[src/rtl/pipe_pkg.sv]
`default_nettype none
// +----------------------------------------------------------------------+
// | pipe_pkg: state encoding and per-stage bundle widths for pipe stages |
// | Revision: 1.0                                                        |
// +----------------------------------------------------------------------+
package pipe_pkg;

  localparam logic [1:0] ST_EMPTY = 2'd0;
  localparam logic [1:0] ST_FULL  = 2'd1;
  localparam logic [1:0] ST_SKID  = 2'd2;

  // IF/ID carries instruction and PC+4; no control decoded yet
  localparam int IFID_CTRL_W  = 1;
  localparam int IFID_DATA_W  = 64;
  localparam int IDEX_CTRL_W  = 12;
  localparam int IDEX_DATA_W  = 133;
  localparam int EXMEM_CTRL_W = 8;
  localparam int EXMEM_DATA_W = 101;
  localparam int MEMWB_CTRL_W = 4;
  localparam int MEMWB_DATA_W = 101;

endpackage
`default_nettype wire

[src/rtl/pipe_sat_counter.sv]
`default_nettype none
// +----------------------------------------------------------------------+
// | pipe_sat_counter: up-counter that sticks at its maximum value        |
// | Revision: 1.0                                                        |
// +----------------------------------------------------------------------+
module pipe_sat_counter #(
  parameter int CNT_W = 16
) (
  input  logic             clk,
  input  logic             rst,
  input  logic             inc,
  output logic [CNT_W-1:0] count
);

  logic [CNT_W-1:0] count_q;
  logic [CNT_W-1:0] count_d;

  always_comb begin
    count_d = count_q;
    if (inc && (count_q != {CNT_W{1'b1}})) begin
      count_d = count_q + {{(CNT_W-1){1'b0}}, 1'b1};
    end
  end

  always_ff @(posedge clk or posedge rst) begin
    if (rst) begin
      count_q <= '0;
    end else begin
      count_q <= count_d;
    end
  end

  assign count = count_q;

endmodule
`default_nettype wire

[src/rtl/pipe_stage_skid.sv]
`default_nettype none
// +----------------------------------------------------------------------+
// | pipe_stage_skid: valid/ready pipeline register with 2-entry skid     |
// | Revision: 1.0                                                        |
// +----------------------------------------------------------------------+
module pipe_stage_skid
  import pipe_pkg::*;
#(
  parameter int CTRL_W = 12,
  parameter int DATA_W = 96,
  parameter int CNT_W  = 16
) (
  input  logic              clk,
  input  logic              rst,
  input  logic              flush,
  input  logic              in_valid,
  output logic              in_ready,
  input  logic [CTRL_W-1:0] in_ctrl,
  input  logic [DATA_W-1:0] in_data,
  output logic              out_valid,
  input  logic              out_ready,
  output logic [CTRL_W-1:0] out_ctrl,
  output logic [DATA_W-1:0] out_data,
  output logic [1:0]        occupancy,
  output logic [CNT_W-1:0]  stall_cnt
);

  logic [1:0]        state_q,     state_d;
  logic              in_ready_q,  in_ready_d;
  logic [CTRL_W-1:0] main_ctrl_q, main_ctrl_d;
  logic [DATA_W-1:0] main_data_q, main_data_d;
  logic [CTRL_W-1:0] skid_ctrl_q, skid_ctrl_d;
  logic [DATA_W-1:0] skid_data_q, skid_data_d;

  logic accept;
  logic pop;
  logic stall_inc;

  assign accept = in_valid & in_ready_q;
  assign pop    = out_valid & out_ready;

  always_ff @(posedge clk or posedge rst) begin
    if (rst) begin
      state_q     <= ST_EMPTY;
      in_ready_q  <= 1'b1;
      main_ctrl_q <= '0;
      main_data_q <= '0;
      skid_ctrl_q <= '0;
      skid_data_q <= '0;
    end else begin
      state_q     <= state_d;
      in_ready_q  <= in_ready_d;
      main_ctrl_q <= main_ctrl_d;
      main_data_q <= main_data_d;
      skid_ctrl_q <= skid_ctrl_d;
      skid_data_q <= skid_data_d;
    end
  end

  always_comb begin
    state_d     = state_q;
    main_ctrl_d = main_ctrl_q;
    main_data_d = main_data_q;
    skid_ctrl_d = skid_ctrl_q;
    skid_data_d = skid_data_q;
    if (flush) begin
      state_d = ST_EMPTY;
    end else begin
      case (state_q)
        ST_EMPTY: begin
          if (accept) begin
            state_d     = ST_FULL;
            main_ctrl_d = in_ctrl;
            main_data_d = in_data;
          end
        end
        ST_FULL: begin
          if (accept && pop) begin
            main_ctrl_d = in_ctrl;
            main_data_d = in_data;
          end else if (accept) begin
            state_d     = ST_SKID;
            skid_ctrl_d = in_ctrl;
            skid_data_d = in_data;
          end else if (pop) begin
            state_d = ST_EMPTY;
          end
        end
        ST_SKID: begin
          // in_ready is low here, so only the skid entry can move forward
          if (pop) begin
            state_d     = ST_FULL;
            main_ctrl_d = skid_ctrl_q;
            main_data_d = skid_data_q;
          end
        end
        default: state_d = ST_EMPTY;
      endcase
    end
    in_ready_d = (state_d != ST_SKID);
  end

  always_comb begin
    out_valid = (state_q != ST_EMPTY);
    out_ctrl  = main_ctrl_q & {CTRL_W{out_valid}};
    occupancy = (state_q == ST_SKID) ? 2'd2 : (state_q == ST_FULL) ? 2'd1 : 2'd0;
    stall_inc = out_valid & ~out_ready;
  end

  assign in_ready = in_ready_q;
  assign out_data = main_data_q;

  pipe_sat_counter #(
    .CNT_W (CNT_W)
  ) u_stall_cnt (
    .clk   (clk),
    .rst   (rst),
    .inc   (stall_inc),
    .count (stall_cnt)
  );

endmodule
`default_nettype wire

[config.mk]
export PLATFORM = sky130hd
export DESIGN_NAME = pipe_stage_skid
export DESIGN_NICKNAME = d
export VERILOG_FILES = /design/src/rtl/pipe_pkg.sv /design/src/rtl/pipe_sat_counter.sv /design/src/rtl/pipe_stage_skid.sv
export SDC_FILE = /design/constraint.sdc
export NUM_CORES = 1
export LEC_CHECK = 0
export BUFFER_PORTS_ARGS = -buffer_cell sky130_fd_sc_hd__buf_2
export CAP_MARGIN = 15
export CORE_MARGIN = 1
export CORE_UTILIZATION = 25
export DETAILED_ROUTE_END_ITERATION = 12
export GPL_TIMING_DRIVEN = 0
export SLEW_MARGIN = 5
export SYNTH_ARGS = -nofsm -noshare
export SYNTH_HDL_FRONTEND = slang
export SYNTH_SLANG_ARGS = --single-unit
[constraint.sdc]
create_clock -name clk -period 6.3 [get_ports clk]
set_input_delay 0 -clock clk [delete_from_list [all_inputs] [get_ports clk]]
set_output_delay 0 -clock clk [all_outputs]
set_load 0.02 [all_outputs]
==> results of run 1 <==
## cell families (layout without fill, tap and decap cells)
logic type / Yosys count / in the layout / share of synthesized area
AOI/OAI and AO/OA: 14 / 14 / 0.00981
buffers and inverters: 53 / 459 / 0.0259
and+or+nand+nor: 377 / 377 / 0.145
muxes: 217 / 217 / 0.236
xor gates and xnor gates: 15 / 15 / 0.0127
other: 0 / 1 / 0
DFF: 235 / 235 / 0.569
adders and majority gates: 1 / 1 / 0.00121
## power by group through the flow
stage	Sequential, mW	Clock (mW)	Combinational [mW]
floorplan	2.26	0	0.475
global placement	2.09	0	0.955
detailed placement	2.11	0	0.990
CTS	2.09	1.62	1.05
global route	2.14	1.69	1.13
finish	2.08	1.57	1.03
## through the flow
step,cells,cell area [um2]
global route,1850,14300
floorplan,912,10300
finish,1851,14400
global placement,1684,12200
detailed placement,1690,12300
CTS,1850,14300
## state kept, by name (all words and copies together), names as in the netlist
name and cells:
in_ready 1, main_ctrl_q 12, skid_ctrl_q 12, u_stall_cnt.count 16, out_data 96, state_q 2
skid_data_q 96
## per-layer routing
| metal | GRT usage | vias to the layer above |
|---|---|---|
| met5 | 0 | - |
| met4 | 0.0336 | 0 |
| met3 | 0.0385 | 41 |
| met2 | 0.226 | 198 |
| met1 | 0.168 | 3792 |
| li1 | - | 3792 |
## layout by cell type, fill, tap and decap left out, drive strengths merged, types with 2 or more instances in the layout
| cell type | n |
|---|---|
| nand2 | 332 |
| buf | 272 |
| dfrtp | 234 |
| mux2 | 217 |
| dlygate4sd3 | 113 |
| clkbuf | 63 |
| nor2b | 14 |
| xnor2 | 10 |
| nor2 | 8 |
| nand3 | 6 |
| xor2 | 5 |
| o21ai | 5 |
| clkinv | 4 |
| inv | 4 |
| and3 | 3 |
| nor4 | 3 |
| a21oi | 3 |
| nand2b | 2 |
| clkinvlp | 2 |
| nand4 | 2 |
| nor3 | 2 |
| or2 | 2 |
## critical path, cell delays in order (launching register included)
cell,delay [ns]
dfrtp_1,0.41
nand2b_1,0.15
buf_2,0.23
inv_2,0.10
clkbuf_1,0.66
clkbuf_1,0.54
nand2_1,0.13
nand2_1,0.08
mux2_2,0.14
## worst max path at each step
| stage | depth (start not counted) | start | end |
|---|---|---|---|
| after floorplan | 1 | rst | main_ctrl_q[0] |
| after global placement | 2 | rst | out_data[68] |
| after detailed placement | 8 | state_q[0] | out_data[95] |
| after CTS | 8 | state_q[0] | out_data[95] |
| after global routing | 8 | state_q[0] | out_data[87] |
| final | 8 | state_q[0] | out_data[95] |
## final cells by class
| class | count | share of cell area |
|---|---|---|
| repair buffers | 359 | 0.171 |
| multi-input cells | 624 | 0.292 |
| clock inverters | 6 | 0.00401 |
| inverters | 5 | 0.00157 |
| plain buffers | 48 | 0.0174 |
| diodes | 1 | 0.000174 |
| flip-flops and latches | 235 | 0.410 |
| well taps | 532 | 0.0464 |
| clock buffers | 41 | 0.0579 |
==> results.md, run 1 <==
* Status: finished clean
* CTS clk-pin slew, worst paths at 0.06 ns
* Pwr Density at 326 mW/mm2
* CTS tree: built
* Syn_area_per_cell at 11.3 um2
* Starting Density at 0.253
* P_sw at 1.34 mW
* Sw frac at 0.286
* Wire length per cell at 15.2 um
* Hold Slack at 0.171 ns
* Main flop type after synthesis: dfrtp_1
* CP endpoint kind: register
* Final HPWL DP at 19600 um
* Cell row count at 74
* Yosys warning count at 0
* Filler cells at 4047
* Antenna violations before repair at 0
* Synth cell types at 37
* Top-count cell post-synth: nand2_1
* Place WS at 3.66 ns
* Flop pwr share at 0.445
* Post-synth EDFFs at 0
* Max-slew violations at 0
* Die Ht at 205 um
* Final hold vios at 0
* Metal-1 WL at 12300 um
* Max Cap Viol at 0
* Tcrit/Tclk final at 0.399
* Nets@finish at 1415
* RR Endpoint: out_data[95]
* Synth area leaders: dfrtp_1, mux2_2, nand2_1, mux2_1, nor2b_1
* CP required at 6.79 ns
* Final min period at 2.51 ns
* Clock tree buffer depth at 3
* Worst-path fanout max at 11
* RePlAce Congestion at 0.766
* Combinational Power Share at 0.220
* Iter 0 DRT Violations at 317
* Clock latency at the later pin of the worst-skew pair at 0.55 ns
* Num CTS Buffers at 28
* Post-Syn Instances at 912
* Post_cts resized at 0
* Worst VDD drop at 0.198 mV
* Setup TNS at 0 ns
* Int Pwr at 3.34 mW
* Drt drc at 0
* Total track usage at 0.134
* Max Clock Skew at 0.00701 ns
* Clk pwr share at 0.335
* Worst-margin pin slew at 0.879 ns
* CP Launch Type: register
* Slew Limit Headroom at 0.414
* Syn-to-layout area delta at 38.8%
* Lkg Pwr at 6.96 nW
* TritonCTS sink count at 235
* Layout cells sized above 1 at 0.391
* RSZ-0062 raised after global routing: no
* Cell Area, Synth at 0.0103 mm2
* Area occupied by multi-input gates at 0.00419 mm2
* Async SR Flop Fraction at 1.00
* WP data arrival at 3.00 ns
* GRT overflow at 0
* Top Ports at 241
* Yosys reg bits at 235
* Cell taking the most area after synthesis: dfrtp_1
* Hold buffers post-CTS at 113
* Final Core Density at 0.351
* Final antenna-violating net count at 0
* Top-area cell type share of the netlist area at 0.566
* Core ar. at 0.0408 mm2
* Routed vias at 7823
* Vias in the first global route at 8119
* Die area at 0.0422 mm2
* Max Used Layer: met4
* Worst reg-to-reg setup slack at 3.79 ns
* First-pass GRT wire length at 44400 um
* F_max at 398 MHz
* Reg2Reg Launch Point: state_q[0]
* Final Total Pwr at 4.68 mW
* Routed wl met2 at 13300 um
* WL met3 at 1870 um
* Setup Fix Bufs, Post-CTS at 0
* WS Path Type: register to register
* Final WL at 28200 um
* DIE WIDTH at 205 um
* Hold/Removal Path Class: input pin to asynchronous set/reset pin
* Most frequent cells after synthesis: nand2_1, dfrtp_1, mux2_2
* Vias per Instance at 4.23
* Sequential element share of the synthesized area at 0.569
* Reg area at 0.00588 mm2
* Syn_nets at 1026
* Htree depth at 1
* Number of port buffers at 240
* Reg2Reg Depth at 8
* CTS Root Cell: clkbuf_16
* Worst setup margin at 3.79 ns
* Largest net degree at the start of global routing at 40
* 1st-pass router iterations at 6
* # setup viols final at 0
Note: power is estimated with default switching activity, not from simulation.
==> run 2: changes to the inputs <==
==> constraint.sdc (replaced) <==
create_clock -name clk -period 2 [get_ports clk]
set_input_delay 0 -clock clk [delete_from_list [all_inputs] [get_ports clk]]
set_output_delay 0 -clock clk [all_outputs]
set_load 0.02 [all_outputs]
==> results.md, run 2 (same netlist as run 1, synthesis figures left out) <==
* Top Ports at 241 (unchanged)
* Core ar. at 0.0408 mm2 (unchanged)
* First-pass GRT wire length at 46300 um (+4.4%)
* RePlAce Congestion at 0.760 (-0.69%)
* Final antenna-violating net count at 0 (unchanged)
* Worst-margin pin slew at 0.657 ns (-0.222 ns)
* Sw frac at 0.280 (-0.00599)
* Htree depth at 1 (unchanged)
* Flop pwr share at 0.417 (-0.028)
* Total track usage at 0.141 (+0.00640)
* DIE WIDTH at 205 um (unchanged)
* Final HPWL DP at 19400 um (-1.2%)
* Die area at 0.0422 mm2 (unchanged)
* Drt drc at 0 (unchanged)
* Vias per Instance at 4.27 (+0.99%)
* Most frequent cells in the layout: nand2_1, buf_2, dfrtp_1, mux2_2, dlygate4sd3_1
* Combinational Power Share at 0.240 (+0.020)
* Worst-path fanout max at 6 (-5)
* Routed vias at 8037 (+2.7%)
* Iter 0 DRT Violations at 362 (+14%)
* GRT overflow at 0 (unchanged)
* Slew Limit Headroom at 0.562 (+0.148)
* Pwr Density at 1020 mW/mm2 (+210%)
* Syn-to-layout area delta at 50.1%
* Worst reg-to-reg setup slack at -0.05 ns (-3.84 ns)
* Slowest cell on crit path: dfrtp_1
* Slowest stage delay, CP at 0.42 ns (-0.24 ns)
* Vias in the first global route at 8356 (+2.9%)
* RSZ-0062 raised after global routing: yes
* Status: complete, but fails checks
* Lkg Pwr at 7.69 nW (+11%)
* Cells along the critical path: nor2b_4 -> or3_4 -> a21oi_4 -> buf_12 -> buf_12 -> clkbuf_16 -> mux2_4
* 1st-pass router iterations at 4 (-2)
* Worst setup margin at -0.0510 ns (-3.84 ns)
* Clk pwr share at 0.344 (+0.009)
* Die Ht at 205 um (unchanged)
* Final hold vios at 0 (unchanged)
* Clock tree buffer depth at 3 (unchanged)
* Max Clock Skew at 0.0143 ns (+0.00728 ns)
* Most used cell, CP: buf_12
* Final Total Pwr at 15.8 mW (+240%)
* Max-slew violations at 0 (unchanged)
* P_sw at 4.43 mW (+230%)
* WS Path Type: register to register
* WP data arrival at 2.48 ns (-0.52 ns)
* Hold/Removal Path Class: input pin to register
* Max Cap Viol at 0 (unchanged)
* Largest net degree at the start of global routing at 40 (unchanged)
* CTS clk-pin slew, worst paths at 0.06 ns (about the same)
* Int Pwr at 11.4 mW (+240%)
* CTS tree: built
* TritonCTS sink count at 235 (unchanged)
* Antenna violations before repair at 3 (+3)
* Final Core Density at 0.380 (+0.0286)
* Nets@finish at 1444 (+2.0%)
* Num CTS Buffers at 28 (unchanged)
* Delay-heaviest family, CP: simple AND/OR/NAND/NOR gates
* Worst VDD drop at 0.581 mV (+190%)
* F_max at 488 MHz (+23%)
* CP Launch Type: register
* Tcrit/Tclk final at 1.03 (+0.626)
* Wire length per cell at 16.2 um (+6.5%)
* Starting Density at 0.253 (unchanged)
* Cell row count at 74 (unchanged)
* Clock latency at the later pin of the worst-skew pair at 0.55 ns (about the same)
* Worst path bufs/invs at 3 (-1)
* Commonest non-fill, non-tap cell in the layout: nand2_1
* Failing checks: setup timing
* Number of port buffers at 240 (unchanged)
* CTS Root Cell: clkbuf_16
* Layout cells sized above 1 at 0.439 (+0.0481)
* Final min period at 2.05 ns (-0.463 ns)
* # setup viols final at 70 (+70)
* CP required at 2.43 ns (-4.36 ns)
* Final WL at 30500 um (+8.3%)
* CP endpoint kind: register
==> run 2: cell types whose count changed in the layout (fill, tap and decap cells not counted), moves of 5 or more <==
cell,before,now
mux2_4,0,98
mux2_2,197,119
mux2_1,20,0
buf_12,6,23
clkbuf_1,28,14
clkbuf_2,0,9
buf_16,0,5
==> run 2: power groups by stage <==
stage	clock network [mW]	registers (mW)	logic, mW
global placement	0	6.59	3.00
CTS	5.63	6.58	3.79
detailed placement	0	6.65	3.11
floorplan	0	7.11	1.50
finish	5.44	6.60	3.79
global route	5.79	6.74	4.10
==> run 2: worst paths after layout <==
path,startpoint,to,cells after the start
min,in_data[42],skid_data_q[42],3
max reg2reg,state_q[0],out_data[63],7
min reg2reg,out_data[75],out_data[75],1
max in group asynchronous,rst,skid_data_q[77],7
min in group asynchronous,rst,skid_data_q[14],4
max,state_q[0],out_data[63],7
==> run 2: repair_timing <==
action,CTS,global route
gates cloned,6,4
hold endpoints to repair,334,0
pin swaps,4,3
hold buffers,114,0
buffers inserted,17,5
gates resized for setup,162,26
setup endpoints to repair,228,134
==> run 2: through the flow <==
step                      instances  TNS [ns]  area [um2]  hold slack (ns)  setup slack [ns]
final                          1883     -1.74       15500            0.233           -0.0510
after global routing           1883     -5.44       15500            0.203           -0.0957
after CTS                      1877     -7.79       15400            0.192            -0.158
after detailed placement       1691    -78.88       12400           0.0258            -0.687
after global placement         1684   -714.66       12200            0.223             -2.75
after floorplan                 912   -252.34       10300           0.0631             -1.08
==> run 2: routing by layer <==
| layer | vias up | global-route usage | part of all wire |
|---|---|---|---|
| met4 | 2 | 0.0397 | 0.020 |
| met3 | 36 | 0.0314 | 0.054 |
| li1 | 3851 | - | - |
| met2 | 180 | 0.231 | 0.47 |
| met5 | - | 0 | 0.00033 |
| met1 | 3968 | 0.185 | 0.46 |
==> run 2: tightest hold or removal path, cell delays in order <==
cell and delay, ns:
dlygate4sd3_1 0.52, buf_2 0.10, mux2_2 0.13
==> run 2: area by class of cell <==
| type | instances | area (um2) |
|---|---|---|
| Buffer | 45 | 364 |
| Multi-Input combinational cell | 625 | 4610 |
| Fill cell | 3916 | 25300 |
| Sequential cell | 235 | 5880 |
| Clock buffer | 40 | 837 |
| Inverter | 5 | 22.5 |
| Clock inverter | 9 | 149 |
| Timing Repair Buffer | 390 | 2980 |
| Antenna cell | 2 | 5.00 |
| Tap cell | 532 | 666 |
==> run 3: changes to the inputs <==
--- a/config.mk
+++ b/config.mk
@@ -9,8 +9,10 @@
 export CAP_MARGIN = 15
 export CORE_MARGIN = 1
 export CORE_UTILIZATION = 25
+export CTS_CLUSTER_DIAMETER = 150
 export DETAILED_ROUTE_END_ITERATION = 12
 export GPL_TIMING_DRIVEN = 0
+export SKIP_LAST_GASP = 1
 export SLEW_MARGIN = 5
 export SYNTH_ARGS = -nofsm -noshare
 export SYNTH_HDL_FRONTEND = slang
==> results.md, run 3 (same netlist as run 1, synthesis figures left out) <==
* Status: complete, but fails checks
* Failing checks: setup timing
* Pwr Density at 1020 mW/mm2 (+0.37%)
* Antenna violations before repair at 3 (unchanged)
* Nets@finish at 1440 (-0.28%)
* RSZ-0062 raised after global routing: yes
* CTS clk-pin slew, worst paths at 0.06 ns (about the same)
* Cell row count at 74 (unchanged)
* CTS tree: built
* Worst-margin pin slew at 0.662 ns (+0.00471 ns)
* # setup viols final at 56 (-20%)
* 1st-pass router iterations at 4 (unchanged)
* Number of port buffers at 240 (unchanged)
* Most frequent cells in the layout: nand2_1, buf_2, dfrtp_1, mux2_2, dlygate4sd3_1
* Final WL at 29800 um (-2.3%)
* First-pass GRT wire length at 45400 um (-2.1%)
* Syn-to-layout area delta at 47.8%
* Slew Limit Headroom at 0.559 (-0.00314)
* Max Clock Skew at 0.0168 ns (+0.00249 ns)
* Top Ports at 241 (unchanged)
* RePlAce Congestion at 0.760 (unchanged)
* CP required at 2.44 ns (about the same)
* CTS Root Cell: clkbuf_16
* Max-slew violations at 0 (unchanged)
* Vias in the first global route at 8217 (-1.7%)
* Drt drc at 0 (unchanged)
* GRT overflow at 0 (unchanged)
* Tcrit/Tclk final at 1.03 (+0.00315)
* Iter 0 DRT Violations at 352 (-2.8%)
* Final antenna-violating net count at 0 (unchanged)
* Starting Density at 0.253 (unchanged)
* Place WS at -0.687 ns (unchanged)
* Final HPWL DP at 19400 um (unchanged)
* Vias per Instance at 4.27 (about the same)
* Die Ht at 205 um (unchanged)
* Filler cells at 3936 (+0.51%)
* Num CTS Buffers at 28 (unchanged)
* Layout cells sized above 1 at 0.437 (-0.00167)
* Die area at 0.0422 mm2 (unchanged)
* CP Launch Type: register
* Hold Slack at 0.232 ns (-0.00175 ns)
* Largest net degree at the start of global routing at 40 (unchanged)
* WS Path Type: register to register
* Htree depth at 1 (unchanged)
* DIE WIDTH at 205 um (unchanged)
* Max Cap Viol at 0 (unchanged)
* Hold/Removal Path Class: input pin to register
* Clock latency at the later pin of the worst-skew pair at 0.55 ns (about the same)
* Worst VDD drop at 0.577 mV (-0.66%)
* Final min period at 2.06 ns (+0.00631 ns)
* Commonest non-fill, non-tap cell in the layout: nand2_1
* Worst-path fanout max at 6 (unchanged)
* CP endpoint kind: register
* Clock tree buffer depth at 3 (unchanged)
* F_max at 486 MHz (-0.31%)
* Area occupied by multi-input gates at 0.00445 mm2 (-3.5%)
* Reg area at 0.00588 mm2 (unchanged)
* Worst setup margin at -0.0573 ns (-0.00631 ns)
* Wire length per cell at 15.9 um (-2.0%)
* WP data arrival at 2.49 ns (about the same)
* Total track usage at 0.138 (-0.00294)
* Routed vias at 8021 (-0.20%)
* Lkg Pwr at 7.51 nW (-2.4%)
* Core ar. at 0.0408 mm2 (unchanged)
* TritonCTS sink count at 235 (unchanged)
* Final hold vios at 0 (unchanged)
-- run 3: layout make-up --
| type | count | area share |
|---|---|---|
| Inverter | 5 | 0.00147 |
| Sequential cell | 235 | 0.385 |
| Antenna cell | 2 | 0.000328 |
| Timing Repair Buffer | 387 | 0.191 |
| Clock inverter | 9 | 0.00975 |
| Clock buffer | 40 | 0.0548 |
| Multi-Input combinational cell | 625 | 0.291 |
| Buffer | 44 | 0.0224 |
| Tap cell | 532 | 0.0436 |
-- run 3: power by group --
| group | internal [mW] | switching, mW | total, mW |
|---|---|---|---|
| clock | 3.40 | 2.03 | 5.43 |
| combinational | 1.93 | 1.71 | 3.63 |
| sequential | 5.96 | 0.629 | 6.58 |
-- run 3: path summary, 6_finish.rpt --
| check | startpoint | slack (ns) | endpoint | cells after the start |
|---|---|---|---|---|
| hold / removal | in_data[60] | 0.23 | skid_data_q[60] | 3 |
| setup reg to reg | state_q[0] | -0.06 | out_data[47] | 6 |
| min in group asynchronous | rst | 0.60 | skid_data_q[14] | 4 |
| setup / recovery | state_q[0] | -0.06 | out_data[47] | 6 |
| max in group asynchronous | rst | 0.39 | skid_data_q[77] | 7 |
| hold reg to reg | out_data[75] | 0.50 | out_data[75] | 1 |
-- run 3: metal layers --
layer	vias up	wire length (um)	global-route usage
met1	3944	13600	0.181
met2	188	13900	0.225
met4	2	632	0.0405
met3	37	1710	0.0315
li1	3850	-	-
met5	-	10	0
-- run 3: repair_timing --
item	4_1_cts	5_1_grt
buffers inserted	17	4
pin swaps	4	3
endpoints found under the hold margin	334	0
resized for setup	94	54
hold buffers	114	0
endpoints found under the setup margin	228	134
gates cloned	6	3
-- run 3: worst max-delay path, cell delays in order, from the launching register on --
cell	delay, ns
dfrtp_1	0.42
nor2b_4	0.15
or3_4	0.40
a21oi_4	0.21
buf_12	0.18
bufbuf_16	0.27
mux2_2	0.32
-- run 3: per-stage QoR --
stage,instances,setup TNS [ns],util,cell area [um2],total power [mW]
floorplan,912,-252.34,-,10300,8.61
global placement,1684,-714.66,0.299,12200,9.59
detailed placement,1691,-78.88,0.303,12400,9.75
CTS,1877,-9.06,0.371,15200,15.8
global route,1879,-6.44,0.374,15300,16.5
finish,1879,-1.73,0.374,15300,15.6
